[src/rtl/fifo_rd_packer.sv]
// rtl/fifo_rd_packer.sv - pops narrow FIFO words and packs PACK of them into one wide valid/ready beat
module fifo_rd_packer #(
    parameter int WIDTH = 8,
    parameter int PACK  = 4
) (
    input  logic                   clk,
    input  logic                   rst,
    input  logic                   fifo_empty,
    input  logic [WIDTH-1:0]       fifo_data_out,
    output logic                   fifo_r_en,
    input  logic                   flush,
    output logic                   m_valid,
    input  logic                   m_ready,
    output logic [WIDTH*PACK-1:0]  m_data,
    output logic [PACK-1:0]        m_keep
);

    localparam int CW = $clog2(PACK + 1);
    localparam logic [CW-1:0] CNT_FULL = CW'(PACK);
    localparam logic [CW-1:0] CNT_LAST = CW'(PACK - 1);
    localparam logic [CW:0]   PEND_MAX = (CW + 1)'(PACK);

    logic [WIDTH*PACK-1:0] acc;
    logic [CW-1:0]         acc_cnt;
    logic                  inflight;
    logic                  flush_pend;
    logic                  run;

    logic                  out_free;
    logic [CW:0]           pending;
    logic [WIDTH*PACK-1:0] full_beat;
    logic [WIDTH*PACK-1:0] part_beat;
    logic [PACK-1:0]       part_keep;

    // Words already held plus the one in flight must leave room for the next pop.
    assign pending   = {1'b0, acc_cnt} + {{CW{1'b0}}, inflight};
    assign fifo_r_en = run && !fifo_empty && !flush_pend && (pending < PEND_MAX);
    assign out_free  = !m_valid || m_ready;

    always_comb begin
        full_beat = acc;
        full_beat[(PACK-1)*WIDTH +: WIDTH] = fifo_data_out;
        part_beat = '0;
        part_keep = '0;
        for (int i = 0; i < PACK; i++) begin
            if (CW'(i) < acc_cnt) begin
                part_beat[i*WIDTH +: WIDTH] = acc[i*WIDTH +: WIDTH];
                part_keep[i] = 1'b1;
            end
        end
    end

    always_ff @(posedge clk or negedge rst) begin
        if (!rst) begin
            acc        <= '0;
            acc_cnt    <= '0;
            inflight   <= 1'b0;
            flush_pend <= 1'b0;
            run        <= 1'b0;
            m_valid    <= 1'b0;
            m_data     <= '0;
            m_keep     <= '0;
        end else begin
            run      <= 1'b1;
            inflight <= fifo_r_en;

            if (m_valid && m_ready) begin
                m_valid <= 1'b0;
            end

            if (inflight && acc_cnt == CNT_LAST) begin
                // Last lane arriving: bypass the accumulator when the output is free.
                if (out_free) begin
                    m_data  <= full_beat;
                    m_keep  <= '1;
                    m_valid <= 1'b1;
                    acc_cnt <= '0;
                end else begin
                    acc[(PACK-1)*WIDTH +: WIDTH] <= fifo_data_out;
                    acc_cnt <= CNT_FULL;
                end
            end else if (inflight) begin
                acc[acc_cnt*WIDTH +: WIDTH] <= fifo_data_out;
                acc_cnt <= acc_cnt + 1'b1;
            end else if (acc_cnt != '0 && out_free && (acc_cnt == CNT_FULL || flush_pend)) begin
                m_data  <= part_beat;
                m_keep  <= part_keep;
                m_valid <= 1'b1;
                acc_cnt <= '0;
            end

            if (flush_pend) begin
                if (!inflight && (acc_cnt == '0 || out_free)) begin
                    flush_pend <= 1'b0;
                end
            end else if (flush) begin
                flush_pend <= 1'b1;
            end
        end
    end

    a_no_pop_when_empty: assert property (@(posedge clk) disable iff (!rst)
        !(fifo_r_en && fifo_empty));
    a_keep_contiguous: assert property (@(posedge clk) disable iff (!rst)
        m_valid |-> ((m_keep & (m_keep + 1'b1)) == '0) && m_keep[0]);

endmodule

[config.mk]
export PLATFORM = sky130hd
export DESIGN_NAME = fifo_rd_packer
export DESIGN_NICKNAME = d
export VERILOG_FILES = /design/src/rtl/fifo_rd_packer.sv
export SDC_FILE = /design/constraint.sdc
export NUM_CORES = 1
export LEC_CHECK = 0
export ABC_AREA = 1
export CAP_MARGIN = 40
export CELL_PAD_IN_SITES_DETAIL_PLACEMENT = 1
export CELL_PAD_IN_SITES_GLOBAL_PLACEMENT = 1
export CORE_MARGIN = 4
export CORE_UTILIZATION = 37
export CTS_CLUSTER_DIAMETER = 150
export DETAILED_ROUTE_END_ITERATION = 7
export HOLD_SLACK_MARGIN = 0.1
export PLACE_DENSITY = 0.8
export SYNTH_ARGS = -nofsm -noshare
export SYNTH_HDL_FRONTEND = slang
export SYNTH_SLANG_ARGS = --single-unit
[constraint.sdc]
create_clock -name clk -period 1.9 [get_ports clk]
set_input_delay 0.38 -clock clk [delete_from_list [all_inputs] [get_ports clk]]
set_output_delay 0.38 -clock clk [all_outputs]
set_load 0.01 [all_outputs]
# --- Word-level counts from Yosys, hierarchy flattened ---
# Cells that the tools add are included.
op_classes:
  addsub: 3
  multipliers: 0
  n_div: 0
  magnitude_cmp: 5
  eq_ne: 5
  shifts: 2
  mux: 32
  bitwise_logic: 1
  reduce_logical: 23
op_table:
  columns: ["op", "n"]
  rows:
  - ["$mux 32", 5]
  - ["$mux 8", 6]
  - ["$neg 6->34", 1]
  - ["$shift 8x34->32 const A", 1]
  - ["$shiftx 8x34->32", 1]
  - ["$bwmux 32", 1]
  - ["$mux 4", 4]
  - ["$mux 1", 12]
  - ["$mux 3", 4]
  - ["$logic_and 1x1->1", 8]
  - ["$lt 1x3->1 const A", 2]
  - ["$lt 2x3->1 const A", 2]
  - ["$reduce_bool 3->1", 2]
  - ["$add 3x1->4", 1]
  - ["$logic_not 1->1", 4]
  - ["$lt 4x3->1 const B", 1]
  - ["$ne 2x2->1 const B", 2]
  - ["$reduce_and 2->1", 2]
  - ["$reduce_bool 2->1", 2]
  - ["$add 3x1->3 const B", 1]
  - ["$eq 3x2->1 const B", 1]
  - ["$eq 3x3->1 const B", 1]
  - ["$logic_not 3->1", 1]
  - ["$logic_or 1x1->1", 3]
  - ["other kinds (3)", 3]
totals:
  ff_bits: 75
  latchBits: 0
  mem_bits_rw: 0
  romBits: 0
  out_inout_bits: 38
  n_memories: 0

# --- Logic depth before layout (Yosys ltp) ---
# Gate-level depths: netlist of run 1.
logic_depth:
  depth_word: 7
  depth_mapped: 11
  depth_no_buf: 10

# --- Least setup slack after synthesis of run 1 ---
# Ideal clock, no wire load.
synth_path:
  path_kind: "register -> register"
  start: "register acc_cnt[0]"
  end: "register acc[6]"
  setup_time_ps: 126
  arrival_ps: 1921
  required_ps: 1774
  slack_ps: -147
  stages_incl_launch_ff: 12
  period_less_slack_ps: 2047
  path_cell_list: "dfrtp_1 > inv_1 > clkbuf_1 > ha_1 > buf_2 > inv_1 > nand3_1 > nor2_1 > nand2_2 > buf_6 > nand2_1 > o21ai_0"
synth_between:
  elab_chain_len: 4
  word_cells_on_any_way: 8
synth_lines:
  columns: ["item", "line", "rtl"]
  rows:
  - ["start, declared", "24", "logic [CW-1:0] acc_cnt;"]
  - ["start signal, assigned", "84", "acc_cnt <= acc_cnt + 1'b1;"]
  - ["parallel branches: the longest is 4 deep, another holds $neg 6->34", null, null]
  - ["end signal, assigned by index", "79", "acc[(PACK-1)*WIDTH +: WIDTH] <= fifo_data_out;"]
  - ["end signal, assigned by index", "83", "acc[acc_cnt*WIDTH +: WIDTH] <= fifo_data_out;"]
  - ["end, declared", "23", "logic [WIDTH*PACK-1:0] acc;"]
# Parallel ways; which one is timed is not known.
# A chain may end at the register's enable or synchronous reset.

# --- Worst setup path in the final report of run 1 ---
layout_path:
  start: "register acc_cnt[1]"
  end: "output fifo_r_en"
layout_between:
  elab_chain_len: 3
layout_lines:
  columns: ["item", "line", "rtl"]
  rows:
  - ["$add 3x1->4", "36", "assign pending = {1'b0, acc_cnt} + {{CW{1'b0}}, inflight};"]
  - ["$lt 4x3->1", "37", "assign fifo_r_en = run && !fifo_empty && !flush_pend && (pending < PEND_MAX);"]
  - ["$logic_and 1x1->1", "37", null]
  - ["end, declared", "10", "output logic fifo_r_en,"]
# No other way between the ends.

==> metrics.md, run 1 <==
| Metric | Value |
|---|---|
| Worst-Skew Late Latency | 0.35 ns |
| Maximum VDD drop | 0.874 mV |
| CTS buffer count | 9 |
| CP max-delay cell | dfrtp_1 |
| PortBufs | 50 |
| Worst min path class | in -> async |
| Final hold vios | 0 |
| Area Growth Syn to Fin | 28.2% |
| Die height | roughly 110 um |
| Starting DRC count in detailed routing | roughly 140 |
| Fin Hold WS | between 0.4 and 0.5 ns |
| Clk slew on worst S/H paths | approximately 0.08 ns |
| H-Tree Depth | 3 |
| Synth async-reset ratio | between 90% and 100% |
| Root buffer cell | clkbuf_8 |
| CP peak stage delay | 0.40 ns |
| Die Wd | about 110 um |
| Flops & latches, synth | 75 |
| Via density | 5.03 |
| Worst Skew | 0.00779 ns |
| Final setup violation count | 0 |
| CTS tree | yes |
| Syn Inst Count | roughly 400 |
| CP Class | reg -> out |
| DRT Wirelength | 9.92 mm |
| Crit-path cells | nand2_2, nor2_8, nand2_4, nand2_4, nor4_4, buf_2 |
| Die area | 11400 um2 |
| Core Util, Final | around half |
| Period utilization | a little over nine tenths |
| Routability cong. | about 0.88 |
| CP Max Fanout | 2 |
| Nets | 492 |
| Post-synth EDFFs | 0 |
| Vias in the first global route | 3298 |
| Clock Path Buffers | 2 |
| Detailed Place HPWL | a little under 7 mm |
| Cell area power density | approximately 1600 nW/um2 |
| Unrepaired setup endpoints after global routing | true |
| Lkg Pwr | about 2.2 nW |
| N_diodes | 0 |
| Slew Limit Fails | 0 |
| Starting density of the core | between 30% and 40% |
| Sink Count | 75 |
| Syn_nets | 420 |
| Element type at the critical path end | output pin |
| Total GRT Usage | a little under a fifth |
| I/O pin cnt | between 50 and 60 |
| Tmin final | 1.85 ns |
| ANT nets after route | 0 |
| Max Cap Viol | 0 |
| First-pass GRT wire length | approximately 17 mm |
| Met3 wire length | ~390 um |
| # DRC | 0 |
| Setup_tns | 0 ns |
| Outcome | finished clean |
| Fmax | 539 MHz |
| Synth Cell Area | 3610 um2 |
| Crit start category | flip-flop |
| Mean cell area of the mapped netlist | around 9.0 um2 |
| Share of cells above drive strength 1 | approximately a fifth |
| Via count | 3054 |
| Dpl ws | -0.197 ns |
| Post-route insts no fill | 607 |
| Post-DR wirelength/cell | 16.3 um |
| Grt total ovfl | 0 |
| Sequential share of the synthesized area | between 50% and 60% |
| Largest net degree at the start of global routing | 64 |
| Core area | between 9000 and 10000 um2 |
| Drt first pass iters | 4 |
| Final Worst Setup Slack | roughly 0.045 ns |
| FILL cells | ~1.1k |
| Most frequent cells in the layout | 131 x nand2_1, 75 x dfrtp_1, 49 x nand3_1 |
| Commonest non-fill, non-tap cell in the layout | nand2_1 |
| Arrival @ worst endpoint | 1.47 ns |
| Wl on met1 | between 4 and 5 mm |
| Most numerous cell on the critical path | nand2_4 |
| DR WL met2 | roughly 4.9 mm |
| # placed instances | between 500 and 600 |
| Post-synth top flop | dfrtp_1 |
| DR top layer | met4 |
| CP Data Required Time | between 1.5 and 2 ns |
| Rows | 35 |
| Syn. warnings | 0 |
| Initial antenna violation count | 0 |
| Synth unique cells | 29 |
[metal layers]
metal  vias to the layer above  GRT usage (%)
li1                       1464              -
met1                      1506           24.2
met2                        68           31.2
met3                        16           3.85
met4                         0           6.03
met5                         -              0
[report_power, final]
| group | switching, W | leakage (nW) | internal, W |
|---|---|---|---|
| clock | 0.000622 | 0.0705 | 0.000471 |
| sequential | 0.000332 | 0.952 | 0.00217 |
| combinational | 0.00221 | 1.15 | 0.00152 |
| total | 0.00316 | 2.17 | 0.00416 |
[state kept, by name, indices dropped and copies added, names as in the netlist]
register    flops
flush_pend      1
acc            32
acc_cnt         3
run             1
m_data         32
inflight        1
m_valid         1
m_keep          4
[cells in the mapped netlist (6+ instances only)]
master	instances	area share, %
buf_6	9	2.8
dfrtp_1	75	52
ha_1	6	2.1
inv_1	20	2.1
nand2_1	133	14
nand2_2	6	1.0
nand3_1	49	6.8
nand4_1	10	1.7
nor3_1	9	1.2
o21ai_0	20	2.8
o21ai_1	8	1.1
o21ai_2	25	6.1
[critical path, delay by kind of cell (launching register included)]
family | cells | cell delay [ns]
buffers and inverters | 1 | 0.18
DFF | 1 | 0.40
and+or+nand+nor | 5 | 0.55
[logic make-up (layout without fill, tap and decap cells)]
group / after synthesis / in the layout / synth area share, %
and+or+nand+nor: 223 / 225 / 28.8
other: 1 / 1 / 0.104
xor gates and xnor gates: 1 / 1 / 0.243
DFF: 75 / 75 / 52.0
adders and majority gates: 6 / 6 / 2.08
AOI/OAI and AO/OA: 55 / 55 / 10.3
buffers and inverters: 40 / 115 / 6.51
[final timing paths]
| path | start | end | slack, ns | depth (start not counted) |
|---|---|---|---|---|
| max | acc_cnt[1] | fifo_r_en | 0.05 | 6 |
| min | rst | m_data[11] | 0.46 | 2 |
| max reg2reg | acc_cnt[0] | acc[5] | 0.09 | 9 |
| min reg2reg | m_keep[3] | m_keep[3] | 0.48 | 2 |
| max in group asynchronous | rst | flush_pend | 0.79 | 3 |
| min in group clk | m_keep[3] | m_keep[3] | 0.48 | 2 |
[area by class of cell]
type | count | area [um2] | share of cell area (%)
Inverter | 21 | 78.8 | 1.70
Clock inverter | 6 | 42.5 | 0.918
Tap cell | 129 | 161 | 3.48
Clock buffer | 10 | 128 | 2.76
Timing Repair Buffer | 78 | 773 | 16.7
Sequential cell | 75 | 1880 | 40.5
Multi-Input combinational cell | 288 | 1570 | 33.9
[through the flow]
| step | total power (W) | instance area, um2 |
|---|---|---|
| after floorplan | 0.00472 | 3620 |
| after global placement | 0.00584 | 4350 |
| after detailed placement | 0.00599 | 4350 |
| after CTS | 0.00730 | 4570 |
| after global routing | 0.00792 | 4630 |
| final | 0.00732 | 4630 |
[what timing repair did]
item / in CTS / in global routing
hold buffers: 1 / 0
cloned: 2 / 1
setup endpoints to repair: 42 / 61
hold endpoints to repair: 12 / 0
buffers inserted: 0 / 1
pin swaps: 1 / 4
gates resized for setup: 11 / 14
Note: power is estimated with default switching activity, not from simulation.
==> run 2, diff against run 1 <==
Settings changed: CTS_CLUSTER_DIAMETER 150 to not set, GPL_TIMING_DRIVEN set to 0.
==> metrics.md, run 2 (synthesis results as in run 1) <==
| Metric | Value |
|---|---|
| Rows | 35 (unchanged) |
| WP buf/inv | 5 (was 1) |
| Grt total ovfl | 0 (unchanged) |
| Commonest non-fill, non-tap cell in the layout | nand2_1 (unchanged) |
| Die height | 107 um (unchanged) |
| Die area | 11400 um2 (unchanged) |
| Initial antenna violation count | 0 (unchanged) |
| Worst-Skew Late Latency | 0.36 ns (was 0.35 ns) |
| Placed cell area | 4300 um2 (was 4350 um2) |
| Post-DR wirelength/cell | 17.7 um (was 16.3 um) |
| CTS buffer count | 9 (unchanged) |
| # DRC | 0 (unchanged) |
| Unrepaired setup endpoints after global routing | true (unchanged) |
| Element type at the critical path end | flip-flop (was output pin) |
| Slew Limit Fails | 0 (unchanged) |
| Drt first pass iters | 4 (unchanged) |
| CP peak stage delay | 0.46 ns (was 0.40 ns) |
| I/O pin cnt | 51 (unchanged) |
| CTS tree | yes (unchanged) |
| Root buffer cell | clkbuf_8 (unchanged) |
| Nets | 503 (was 492) |
| Final hold vios | 0 (unchanged) |
| Final setup violation count | 0 (unchanged) |
| Period utilization | 98.9% (was 97.6%) |
| Routability cong. | 0.897 (was 0.876) |
| CP Max Fanout | 7 (was 2) |
| Fmax | 532 MHz (was 539 MHz) |
| H-Tree Depth | 3 (unchanged) |
| Top Registers | acc (32), m_data (32), m_keep (4) (unchanged) |
| Detailed Place HPWL | 7.35 mm (was 6.94 mm) |
| Via count | 3207 (was 3054) |
| R2r setup slk | 0.02 ns (was 0.09 ns) |
| Cell area power density | 1620 nW/um2 (was 1580 nW/um2) |
| Max Cap Viol | 0 (unchanged) |
| Total GRT Usage | 19.6% (was 18.6%) |
| Via density | 5.19 (was 5.03) |
| Most frequent cells in the layout | 131 x nand2_1, 73 x dfrtp_1, 49 x nand3_1 (was 131 x nand2_1, 75 x dfrtp_1, 49 x nand3_1) |
| First-pass GRT wire length | 17.5 mm (was 16.7 mm) |
| Tmin final | 1.88 ns (was 1.85 ns) |
| Worst min path class | in -> async (unchanged) |
| Starting density of the core | 38.5% (unchanged) |
| Crit start category | flip-flop (unchanged) |
| Arrival @ worst endpoint | 2.12 ns (was 1.47 ns) |
| Clock Path Buffers | 2 (unchanged) |
| Largest net degree at the start of global routing | 64 (unchanged) |
| Outcome | finished clean (unchanged) |
| PortBufs | 50 (unchanged) |
| Max-slew headroom | 56.9% |
| Core area | 9370 um2 (unchanged) |
| Worst-Margin Slew | 0.646 ns |
| CP Data Required Time | 2.14 ns (was 1.52 ns) |
| Design area | 4750 um2 (was 4630 um2) |
| FF-to-FF Start | acc_cnt[0] (unchanged) |
| Tot Pwr | 0.00768 W (was 0.00732 W) |
| Sink Count | 75 (unchanged) |
| CP startpoint | acc_cnt[0] (was acc_cnt[1]) |
| Area Growth Syn to Fin | 31.6% (was 28.2%) |
| Maximum VDD drop | 0.608 mV (was 0.874 mV) |
| Crit-path leading delay family | buffers and inverters (was simple AND/OR/NAND/NOR gates) |
| Share of cells above drive strength 1 | 22.9% (was 20.7%) |
| CP max-delay cell | dfrtp_2 (was dfrtp_1) |
| Clk slew on worst S/H paths | 0.08 ns (about the same) |
| DRT Wirelength | 10.9 mm (was 9.92 mm) |
| CP Class | reg -> reg (was reg -> out) |
| N_diodes | 0 (unchanged) |
| Crit-path cells | inv_2, clkbuf_8, ha_4, buf_6, inv_4, nand3_1, nor2_2, nand2_2, buf_4, nand2_1, o21ai_0 (was nand2_2, nor2_8, nand2_4, nand2_4, nor4_4, buf_2) |
| Starting DRC count in detailed routing | 184 (was 139) |
| Lkg Pwr | 2.22 nW (was 2.17 nW) |
| ANT nets after route | 0 (unchanged) |
| Worst Skew | 0.00917 ns (was 0.00779 ns) |
| Vias in the first global route | 3467 (was 3298) |
| Die Wd | 107 um (unchanged) |
| FILL cells | 1117 (was 1141) |
run 2: area by class of cell:
| cell class | instances | area (um2) | area share, % |
|---|---|---|---|
| Buffer | 19 | 176 | 3.71 |
| Clock buffer | 10 | 128 | 2.69 |
| Clock inverter | 6 | 66.3 | 1.40 |
| Inverter | 21 | 85.1 | 1.79 |
| Multi-Input combinational cell | 286 | 1570 | 33.0 |
| Sequential cell | 75 | 1880 | 39.5 |
| Tap cell | 129 | 161 | 3.40 |
| Timing Repair Buffer | 72 | 688 | 14.5 |
run 2: final timing paths:
| check | to | cells after the start |
|---|---|---|
| worst max-delay path | acc[3] | 11 |
| worst min-delay path | m_data[13] | 2 |
| worst max register to register | acc[3] | 11 |
| worst min register to register | m_data[27] | 2 |
| max in group asynchronous | acc_cnt[1] | 3 |
| min in group clk | m_data[27] | 2 |
run 2: report_power, final:
group | internal (W) | total (W) | switching [W] | leakage, nW
sequential | 0.00217 | 0.00252 | 0.000346 | 0.950
combinational | 0.00161 | 0.00391 | 0.00230 | 1.18
clock | 0.000607 | 0.00125 | 0.000642 | 0.0885
run 2: stage by stage:
step	hold WS [ns]	util (%)	setup slack, ns	std cells	TNS, ns
6_report	0.398	50.7	0.0210	618	0
5_1_grt	0.417	50.7	-0.0479	618	-0.377
2_1_floorplan	0.0844	-	0.00877	401	0
3_3_place_gp	0.460	45.6	-2.14	580	-168.20
3_5_place_dp	0.243	45.9	-0.351	581	-13.65
4_1_cts	0.392	49.3	-0.0167	606	-0.0230
run 2: layer usage:
layer | vias up | global-route usage (%) | part of all wire [%]
met5 | - | 0 | 0
met4 | 0 | 7.49 | 2.3
met3 | 22 | 3.61 | 3.8
met2 | 83 | 34.4 | 52
met1 | 1614 | 23.9 | 42
li1 | 1488 | - | -
run 2: what timing repair did:
action,CTS,global route
buffers inserted,8,11
setup endpoints to repair,70,45
pin swaps,3,8
hold buffers,1,0
resized for setup,20,19
endpoints found under the hold margin,12,0
gates cloned,0,1
==> run 3, diff against run 2 <==
Settings changed: CORE_UTILIZATION 37 to 41, PLACE_DENSITY 0.8 to 0.84.
Clock period 1.9 ns to 2.3 ns, I/O delays scaled along.
==> metrics.md, run 3 (synthesis results as in run 1) <==
| Metric | Value |
|---|---|
| Sink Count | 75 (unchanged) |
| Cell area power density | 1320 nW/um2 (was 1620 nW/um2) |
| # DRC | 0 (unchanged) |
| Share of cells above drive strength 1 | 17.3% (was 22.9%) |
| Root buffer cell | clkbuf_8 (unchanged) |
| Routing usage on met1 | 25.7% (was 23.9%) |
| Outcome | finished clean (unchanged) |
| H-Tree Depth | 3 (unchanged) |
| Nets | 488 (was 503) |
| Routability cong. | 0.864 (was 0.897) |
| Via density | 5.30 (was 5.19) |
| GR Util met3 | 4.30% (was 3.61%) |
| Final setup violation count | 0 (unchanged) |
| Die Wd | 102 um (was 107 um) |
| Slew Limit Fails | 0 (unchanged) |
| CTS tree | yes (unchanged) |
| Tmin final | 2.14 ns |
| Footprint of the multi-input gates | 1510 um2 (was 1570 um2) |
| FILL cells | 987 (was 1117) |
| Detailed Place HPWL | 6.85 mm (was 7.35 mm) |
| Arrival @ worst endpoint | 1.68 ns (was 2.12 ns) |
| Worst-Skew Late Latency | 0.35 ns (was 0.36 ns) |
| Drt first pass iters | 4 (unchanged) |
| # placed instances | 557 (was 581) |
| Final hold vios | 0 (unchanged) |
| I/O pin cnt | 51 (unchanged) |
| Starting density of the core | 43.1% (was 38.5%) |
| Worst-Margin Slew | 0.627 ns (was 0.646 ns) |
| N_diodes | 0 (unchanged) |
| Dpl ws | -0.182 ns (was -0.351 ns) |
| Switching share of total power | 41.4% (was 42.8%) |
| Largest net degree at the start of global routing | 63 (was 64) |
| Maximum VDD drop | 0.520 mV (was 0.608 mV) |
| PortBufs | 50 (unchanged) |
| Max Cap Viol | 0 (unchanged) |
| ANT nets after route | 0 (unchanged) |
| Global Route met2 Usage | 32.3% (was 34.4%) |
| Final Worst Setup Slack | 0.165 ns (was 0.0210 ns) |
| Period utilization | ~93% |
| Clock Path Buffers | 2 (unchanged) |
| Clk slew on worst S/H paths | 0.08 ns (about the same) |
| CP max-delay cell | dfrtp_2 (unchanged) |
| GRT busiest layer | met2 (unchanged) |
| Register area | 1880 um2 (unchanged) |
| Worst min path class | reg -> reg (was in -> async) |
| Initial antenna violation count | 0 (unchanged) |
| Vias in the first global route | 3203 (was 3467) |
| CP peak stage delay | 0.47 ns (was 0.46 ns) |
| CP Max Fanout | 9 (was 7) |
| Post-DR wirelength/cell | 16.5 um (was 17.7 um) |
| Register share of total power | 34.9% (was 32.8%) |
| CP Data Required Time | 1.84 ns (was 2.14 ns) |
| Switching power | 0.00246 W (was 0.00329 W) |
| Commonest non-fill, non-tap cell in the layout | nand2_1 (unchanged) |
| Core area | 8380 um2 (was 9370 um2) |
| Starting DRC count in detailed routing | 155 (was 184) |
| Crit start category | flip-flop (unchanged) |
| Rows | 33 (was 35) |
| Max-slew headroom | 58.2% (was 56.9%) |
| Grt total ovfl | 0 (unchanged) |
| Lkg Pwr | 2.12 nW (was 2.22 nW) |
| Clock Power Share | 16.7% (was 16.3%) |
| Worst Skew | 0.00759 ns (was 0.00917 ns) |
| CP Class | reg -> out (was reg -> reg) |
| Internal power | 0.00349 W (was 0.00439 W) |
| First-pass GRT wire length | 15.9 mm (was 17.5 mm) |
| Via count | 3067 (was 3207) |
| Most frequent cells in the layout | 133 x nand2_1, 73 x dfrtp_1, 49 x nand3_1 (was 131 x nand2_1, 73 x dfrtp_1, 49 x nand3_1) |
| Area Growth Syn to Fin | 25.1% (was 31.6%) |
| Crit-path cells | nand2_2, nor2_8, nand2_4, nand2_1, nor4_2, clkbuf_2 (was inv_2, clkbuf_8, ha_4, buf_6, inv_4, nand3_1, nor2_2, nand2_2, buf_4, nand2_1, o21ai_0) |
| Top Registers | acc (32), m_data (32), m_keep (4) (unchanged) |
| Post-route insts no fill | 579 (was 618) |
| Logic gate share of total power | 48.4% (was 50.9%) |
| DRT Wirelength | 9.58 mm (was 10.9 mm) |
| Fin Hold WS | 0.477 ns (was 0.398 ns) |
| Fmax | roughly 470 MHz |
| Die height | 102 um (was 107 um) |
| Total GRT Usage | 19.9% (was 19.6%) |
| Element type at the critical path end | output pin (was flip-flop) |
| CTS buffer count | 9 (unchanged) |
| Die area | 10400 um2 (was 11400 um2) |
==> run 3: cell types whose count changed in the layout (fill, tap and decap cells not counted), moves of 2 or more <==
cell | previous run | this run
nor2_2 | 4 | 1
nand2_1 | 131 | 133
buf_4 | 24 | 11
ha_1 | 4 | 6
o21ai_1 | 12 | 8
nand2_4 | 4 | 2
inv_1 | 16 | 19
nor2_1 | 2 | 5
buf_6 | 12 | 9
clkinvlp_4 | 4 | 1
o21ai_0 | 15 | 20
inv_2 | 3 | 1
clkbuf_1 | 2 | 6
==> run 3: stage by stage <==
step	cell area (um2)	util, %	power, W	setup TNS, ns
floorplan	3610	-	0.00389	0
global placement	4240	50.6	0.00481	-135.42
detailed placement	4270	50.9	0.00492	-2.66
CTS	4470	53.3	0.00595	0
global route	4520	53.9	0.00644	-0.00520
finish	4520	53.9	0.00595	0
==> run 3: path summary, 6_finish.rpt <==
| check | startpoint | end | slack, ns | depth (start not counted) |
|---|---|---|---|---|
| setup / recovery | acc_cnt[0] | fifo_r_en | 0.16 | 6 |
| hold / removal | m_keep[2] | m_keep[2] | 0.48 | 2 |
| hold reg to reg | m_keep[2] | m_keep[2] | 0.48 | 2 |
| setup reg to reg | acc_cnt[0] | acc[1] | 0.19 | 9 |
| max in group asynchronous | rst | acc_cnt[0] | 1.22 | 3 |
| min in group asynchronous | rst | m_data[8] | 0.50 | 2 |
==> run 3: area by class of cell <==
class / instances / area share [%]
flip-flops and latches: 75 / 41.6
well taps: 105 / 2.91
repair buffers: 58 / 12.7
multi-input cells: 286 / 33.4
clock buffers: 14 / 3.38
clock inverters: 2 / 0.775
inverters: 21 / 1.83
plain buffers: 18 / 3.38
==> run 3: layer usage <==
metal  part of all wire (%)  vias to the layer above
li1                       -                     1457
met1                     44                     1503
met2                     48                       81
met4                    3.7                        0
met5                      0                        -
met3                    4.1                       26
==> run 3: what timing repair did <==
item                       CTS  global route
setup endpoints to repair   63            18
hold endpoints to repair    13             0
setup buffers                0             6
cloned                       0             0
hold buffers                 1             0
resized for setup            4             4
==> run 3: worst max-delay path: cells and delay by family, from the launching register on <==
kind                   cells  cell delay [ns]
buffers and inverters      1             0.18
and+or+nand+nor            5             0.67
DFF                        1             0.47
==> run 3: power groups by stage <==
stage	clock network (W)	registers, W	logic (W)
2_1_floorplan	0	0.00215	0.00174
3_3_place_gp	0	0.00207	0.00274
3_5_place_dp	0	0.00210	0.00282
4_1_cts	0.00103	0.00208	0.00284
5_1_grt	0.00109	0.00216	0.00319
6_report	0.000993	0.00208	0.00288
